--- src/rtl/pf_ddr4_ca_lane_ctrl.sv ---
// DDR4 CA output lane controller: registered TX/OE nibbles plus a per-lane delay-line tap sequencer.
// Optional DDR4_CA_PARITY_EN builds per-phase even parity on PAR_DATA_O.
module pf_ddr4_ca_lane_ctrl #(
  parameter int                 LANES    = 8,
  parameter int                 DELAY_W  = 8,
  parameter int                 LOAD_TAP = 1,
  parameter int                 MAX_TAP  = 127,
  parameter int                 MOVE_GAP = 3,
  parameter logic [LANES-1:0]   IDLE_VAL = {LANES{1'b1}},
  localparam int                LW = (LANES > 1) ? $clog2(LANES) : 1
) (
  input  logic                 FAB_CLK,
  input  logic                 ARST_N,
  input  logic                 TX_SYNC_RST,
  input  logic [4*LANES-1:0]   CMD_DATA,
  input  logic                 CMD_VALID,
  input  logic                 OE_REQ,
  output logic [4*LANES-1:0]   TX_DATA_O,
  output logic [4*LANES-1:0]   OE_DATA_O,
  output logic [3:0]           PAR_DATA_O,
  input  logic                 DLY_REQ,
  input  logic                 DLY_RELOAD,
  input  logic [LW-1:0]        DLY_LANE,
  input  logic [DELAY_W-1:0]   DLY_TARGET,
  output logic                 DLY_BUSY,
  output logic                 DLY_DONE,
  output logic                 DLY_ERR,
  output logic [DELAY_W-1:0]   DLY_CUR,
  output logic [LANES-1:0]     DELAY_LINE_LOAD_O,
  output logic [LANES-1:0]     DELAY_LINE_MOVE_O,
  output logic [LANES-1:0]     DELAY_LINE_DIRECTION_O,
  input  logic [LANES-1:0]     DELAY_LINE_OUT_OF_RANGE_I
);

  localparam int GW = (MOVE_GAP > 1) ? $clog2(MOVE_GAP) : 1;

  typedef enum logic [2:0] {
    S_IDLE, S_LOAD, S_SETTLE, S_MOVE, S_GAP, S_DONE
  } state_t;

  logic [4*LANES-1:0] idle_pat;
  logic [4*LANES-1:0] tx_d, tx_q, oe_d, oe_q;

  state_t             state_d, state_q;
  logic [LW-1:0]      ln_d, ln_q;
  logic [DELAY_W-1:0] tgt_d, tgt_q;
  logic               err_d, err_q;
  logic               dir_d, dir_q;
  logic [GW-1:0]      gap_d, gap_q;
  logic [DELAY_W-1:0] taps_d [LANES];
  logic [DELAY_W-1:0] taps_q [LANES];
  logic [DELAY_W-1:0] cur_d, cur_q;
  logic [DELAY_W-1:0] tap_cur;
  logic               up;
  logic               set_dir;
  logic [LANES-1:0]   sel;

  // Idle nibble pattern: each lane's idle level on all four phases
  always_comb begin
    idle_pat = '0;
    for (int i = 0; i < LANES; i++)
      idle_pat[4*i +: 4] = {4{IDLE_VAL[i]}};
  end

  // Next TX/OE nibbles; sync reset forces idle and disables output
  always_comb begin
    tx_d = CMD_VALID ? CMD_DATA : idle_pat;
    oe_d = {4*LANES{OE_REQ}};
    if (TX_SYNC_RST) begin
      tx_d = idle_pat;
      oe_d = '0;
    end
  end

  // TX/OE output registers
  always_ff @(posedge FAB_CLK or negedge ARST_N) begin
    if (!ARST_N) begin
      tx_q <= idle_pat;
      oe_q <= '0;
    end else begin
      tx_q <= tx_d;
      oe_q <= oe_d;
    end
  end

  assign TX_DATA_O = tx_q;
  assign OE_DATA_O = oe_q;

`ifdef DDR4_CA_PARITY_EN
  logic [3:0] par_d, par_q, par_idle;

  // Even parity per phase across all lanes, for live and idle data
  always_comb begin
    par_d    = '0;
    par_idle = '0;
    for (int i = 0; i < LANES; i++) begin
      par_d    = par_d ^ tx_d[4*i +: 4];
      par_idle = par_idle ^ idle_pat[4*i +: 4];
    end
  end

  // Parity register aligned with the TX register
  always_ff @(posedge FAB_CLK or negedge ARST_N) begin
    if (!ARST_N) par_q <= par_idle;
    else         par_q <= par_d;
  end

  assign PAR_DATA_O = par_q;
`else
  assign PAR_DATA_O = 4'b0000;
`endif

  assign tap_cur = taps_q[ln_q];
  assign up      = tgt_q > tap_cur;

  // Sequencer next state, tap bookkeeping and error flag
  always_comb begin
    state_d = state_q;
    ln_d    = ln_q;
    tgt_d   = tgt_q;
    err_d   = err_q;
    dir_d   = dir_q;
    gap_d   = gap_q;
    set_dir = 1'b0;
    for (int i = 0; i < LANES; i++) taps_d[i] = taps_q[i];
    unique case (state_q)
      S_IDLE: begin
        if (DLY_REQ) begin
          if (DLY_TARGET > DELAY_W'(MAX_TAP)) begin
            // Rejected target still spends one cycle so DONE timing is uniform
            err_d   = 1'b1;
            state_d = S_SETTLE;
          end else begin
            ln_d    = DLY_LANE;
            tgt_d   = DLY_TARGET;
            err_d   = 1'b0;
            state_d = DLY_RELOAD ? S_LOAD : S_SETTLE;
          end
        end
      end
      S_LOAD: begin
        taps_d[ln_q] = DELAY_W'(LOAD_TAP);
        state_d      = S_SETTLE;
      end
      S_SETTLE: begin
        gap_d = '0;
        if (err_q || tap_cur == tgt_q) begin
          state_d = S_DONE;
        end else if ((up && tap_cur == '1) ||
                     (!up && tap_cur == '0)) begin
          err_d   = 1'b1;
          state_d = S_DONE;
        end else begin
          dir_d   = up;
          set_dir = up;
          state_d = S_MOVE;
        end
      end
      S_MOVE: begin
        taps_d[ln_q] = dir_q ? tap_cur + 1'b1 : tap_cur - 1'b1;
        gap_d        = '0;
        state_d      = S_GAP;
      end
      S_GAP: begin
        if (gap_q == GW'(MOVE_GAP - 1)) begin
          if (DELAY_LINE_OUT_OF_RANGE_I[ln_q]) begin
            err_d        = 1'b1;
            taps_d[ln_q] = dir_q ? tap_cur - 1'b1 : tap_cur + 1'b1;
            state_d      = S_DONE;
          end else begin
            state_d = S_SETTLE;
          end
        end else begin
          gap_d = gap_q + 1'b1;
        end
      end
      S_DONE: state_d = S_IDLE;
      default: state_d = S_IDLE;
    endcase
  end

  assign cur_d = taps_q[DLY_LANE];

  // Sequencer state, latched request and per-lane tap registers
  always_ff @(posedge FAB_CLK or negedge ARST_N) begin
    if (!ARST_N) begin
      state_q <= S_IDLE;
      ln_q    <= '0;
      tgt_q   <= '0;
      err_q   <= 1'b0;
      dir_q   <= 1'b0;
      gap_q   <= '0;
      cur_q   <= DELAY_W'(LOAD_TAP);
      for (int i = 0; i < LANES; i++) taps_q[i] <= DELAY_W'(LOAD_TAP);
    end else begin
      state_q <= state_d;
      ln_q    <= ln_d;
      tgt_q   <= tgt_d;
      err_q   <= err_d;
      dir_q   <= dir_d;
      gap_q   <= gap_d;
      cur_q   <= cur_d;
      for (int i = 0; i < LANES; i++) taps_q[i] <= taps_d[i];
    end
  end

  assign sel = LANES'(1) << ln_q;

  assign DLY_BUSY = state_q != S_IDLE;
  assign DLY_DONE = state_q == S_DONE;
  assign DLY_ERR  = err_q;
  assign DLY_CUR  = cur_q;

  assign DELAY_LINE_LOAD_O = (state_q == S_LOAD) ? sel : '0;
  assign DELAY_LINE_MOVE_O = (state_q == S_MOVE) ? sel : '0;
  assign DELAY_LINE_DIRECTION_O =
    (set_dir ||
     ((state_q == S_MOVE || state_q == S_GAP) && dir_q)) ? sel : '0;

endmodule

--- config.mk ---
export PLATFORM = sky130hd
export DESIGN_NAME = pf_ddr4_ca_lane_ctrl
export DESIGN_NICKNAME = d
export VERILOG_FILES = /design/src/rtl/pf_ddr4_ca_lane_ctrl.sv
export SDC_FILE = /design/constraint.sdc
export NUM_CORES = 1
export LEC_CHECK = 0
export CORE_MARGIN = 3
export CORE_UTILIZATION = 45
export CTS_CLUSTER_SIZE = 40
export DETAILED_ROUTE_END_ITERATION = 10
export PLACE_DENSITY = 0.73
export SLEW_MARGIN = 5
export SYNTH_ARGS = -nofsm -noshare
export SYNTH_HDL_FRONTEND = slang
export SYNTH_SLANG_ARGS = --single-unit
--- constraint.sdc ---
create_clock -name FAB_CLK -period 4.8 [get_ports FAB_CLK]
set_input_delay 0.48 -clock FAB_CLK [delete_from_list [all_inputs] [get_ports FAB_CLK]]
set_output_delay 0.48 -clock FAB_CLK [all_outputs]
set_load 0.02 [all_outputs]
==> results_dict.tcl <==
set metrics [dict create \
    p_sw_mw 2.07 \
    antenna_found_initial 0 \
    cpPeakStageDelay_ns 0.54 \
    cts_max_level 4 \
    drv_slew 0 \
    die_area_um2 17000 \
    rows 44 \
    synthTopCellsByCount "dfrtp_1 (82), mux2_2 (70), nor2_1 (50)" \
    synth_top_cell_area_share_pct 29.4 \
    place.gp.congestion 0.859 \
    rr_worst_depth 11 \
    fmax_mhz 220 \
    ant_nets 0 \
    wl_um 17600 \
    synth_area_leaders "dfrtp_1 (29%), dfstp_2 (15%), mux2_2 (11%)" \
    clockBufferDepth 2 \
    dr.first_iter.drc_count 352 \
    dr.pass1.iters 5 \
    asyncSetResetFlopFracSynth_pct 100 \
    p_seq_share_pct 31.5 \
    leakage_nw 3.76 \
    synthCells 588 \
    cp_max_fo 17 \
    clockPowerShare_pct 21.5 \
    die_w_um 130 \
    io_buffers 156 \
    p_int_mw 3.27 \
    worstMarginPinSlew_ns 1.15 \
    hold_viol 0 \
    clk_pin_slew_ns 0.06 \
    end_kind "primary output" \
    skew_ns 0.00738 \
    grtUsageTotal_pct 21.9 \
    cp.arrival_ns 4.06 \
    yosysMostFrequentCell "dfrtp_1" \
    synth_edf_count 0 \
    pwr-share-comb_pct 47.0 \
    slew_headroom_pct 23.0 \
    yosysTopAreaCell "dfrtp_1" \
    num-nets-final 785 \
    swShare_pct 38.8 \
    ys.flop_type "dfrtp_1" \
    io_pins 161 \
    max_cap_viol_count 0 \
    ctsHoldBuffers 0 \
    critPathKind "flip-flop to primary output" \
    dp_hpwl_um 12700 \
    status "finished clean" \
    finalCriticalPeriod_ns 4.54 \
    cts_tree "yes" \
    drc 0 \
    rsz0062_at_grt "false" \
    grt_overflow 0 \
    rr_startpoint "ln_q[2]" \
    crit_path_start "ln_q[2]" \
    reg2reg_slack_ns 1.38 \
    via_count 5179 \
    yosysWarnings 0 \
    ys_types 74 \
    ir_worst_vdd_mv 0.285 \
    n_fill_cell 1170 \
    path_cells "buf_4, mux4_2, mux2_4, clkinv_2, ha_1, nand4_1, or3_1, o2111ai_1, nand2_1, a32oi_1, buf_4, nor2_1, clkdlybuf4s50_1" \
    drive_gt1_share_pct 28.3 \
    hold_path_class "input port to async pin" \
    numCtsBuffers 17 \
    hold_ws_ns 0.00624 \
    critPathMostFrequentCell "buf_4" \
    grt_max_degree 54 \
    synth_area_um2 6970 \
    root_buffer "clkbuf_16" \
    grt_pass1_wl_um 28700 \
    powerDensity_nw_per_um2 594 \
    utilization_pct 60.6 \
    cts.sinks 123 \
    die_h_um 130 \
    postSynthAreaPerCell_um2 11.9 \
    core_um2 14900 \
    pre_cts_slack_ns 0.300 \
    cp.required_ns 4.32 \
    timing.setup.tns_ns 0 \
    start_util_pct 46.9 \
    cpMaxStageDelayCell "mux4_2" \
    first_global_vias 5330 \
    r2r-end "dir_q" \
    yosys_register_bits 123 \
    via_per_inst 5.67 \
    setup_viol 0 \
    worstSetupEndpoint "DELAY_LINE_DIRECTION_O[3]" \
    critPathLaunchType "flip-flop" \
    diodes 0 \
    clock_latency_ns 0.42 \
    worst_slack_ns 0.262 \
    period_share_pct 94.5 \
    syn2layout_area_growth_pct 29.2 \
    yosysSeqAreaShare_pct 44.9 \
    wl_per_cell_um 19.2 \
]
==> per-layer routing <==
layer  part of all wire, %  wire, um  track usage [%]  up-vias
met3                   7.5      1320             6.95       23
met2                    50      8790             36.1      204
met4                   1.4       240             6.53        0
met5                     0         0                0        -
li1                      -         -                -     2356
met1                    41      7220             28.0     2596
==> cell families (layout without fill, tap and decap cells) <==
family / after synthesis / after routing / synth area share, %
compound gates: 78 / 78 / 7.67
xor+xnor: 1 / 1 / 0.126
fa+ha+maj: 11 / 11 / 1.98
buf+inv: 75 / 213 / 6.70
flops: 123 / 123 / 44.9
mux: 119 / 119 / 25.3
other cells: 1 / 4 / 0.0538
simple gates: 180 / 180 / 13.3
==> how the worst min path moves through the flow <==
stage,end,cells past startpoint
2_1_floorplan,DLY_CUR[1],0
3_3_place_gp,OE_DATA_O[30],1
3_5_place_dp,OE_DATA_O[30],1
4_1_cts,OE_DATA_O[30],1
5_1_grt,OE_DATA_O[30],1
6_report,OE_DATA_O[30],1
==> flip-flops by register name, indices dropped and copies added, names as in the netlist <==
register	flops
ln_q	3
taps_q	64
OE_DATA_O	1
state_q	3
DLY_ERR	1
gap_q	2
DLY_CUR	8
tgt_q	8
dir_q	1
TX_DATA_O	32
==> per-stage QoR <==
stage	power [mW]	std cells	area (um^2)
floorplan	3.43	591	6980
global placement	4.06	877	8430
detailed placement	4.16	877	8430
CTS	5.33	909	8970
global route	5.70	913	9000
finish	5.35	913	9000
==> layout by cell type, fill, tap and decap left out, types with 4 or more instances in the layout <==
cell,netlist,final
a21oi_1,21,21
ha_1,11,11
clkdlybuf4s50_1,0,155
clkbuf_1,16,4
nor2b_1,7,6
clkbuf_16,0,17
clkinv_2,1,6
nand2_1,32,32
dfrtp_1,82,81
nor2_2,4,4
clkbuf_8,0,4
mux4_1,9,9
or3_1,5,5
mux2_2,70,70
inv_1,6,6
nand2b_1,38,38
o21ai_0,17,17
nor3_1,9,9
and2_1,5,5
mux4_2,23,23
dfstp_2,41,41
mux2i_1,10,10
nand3_1,11,11
conb_1,1,4
nor2_1,50,50
buf_4,37,18
==> critical path, delay by kind of cell (launching register included) <==
family          cells  cell delay, ns
flops               1            0.48
buf+inv             4            1.14
mux                 2            0.87
fa+ha+maj           1            0.15
compound gates      2            0.39
simple gates        4            0.60
==> layout make-up <==
| class | instances | area, um^2 | area share [%] |
|---|---|---|---|
| clock buffers | 25 | 495 | 5.50 |
| clock inverters | 7 | 41.3 | 0.459 |
| repair buffers | 173 | 1690 | 18.7 |
| well taps | 184 | 230 | 2.56 |
| multi-input cells | 393 | 3390 | 37.6 |
| inverters | 8 | 31.3 | 0.347 |
| flip-flops and latches | 123 | 3130 | 34.8 |
==> power by group through the flow <==
stage	logic, mW	clock network, mW	registers, mW
2_1_floorplan	1.84	0	1.59
3_3_place_gp	2.38	0	1.67
3_5_place_dp	2.46	0	1.70
4_1_cts	2.47	1.17	1.69
5_1_grt	2.75	1.23	1.72
6_report	2.51	1.15	1.68
==> repair_timing <==
action,in CTS,in global routing
pin swaps,0,0
gates resized for setup,1,1
buffers inserted,0,4
endpoints found under the setup margin,8,8
(Power assumes the default switching activity.)
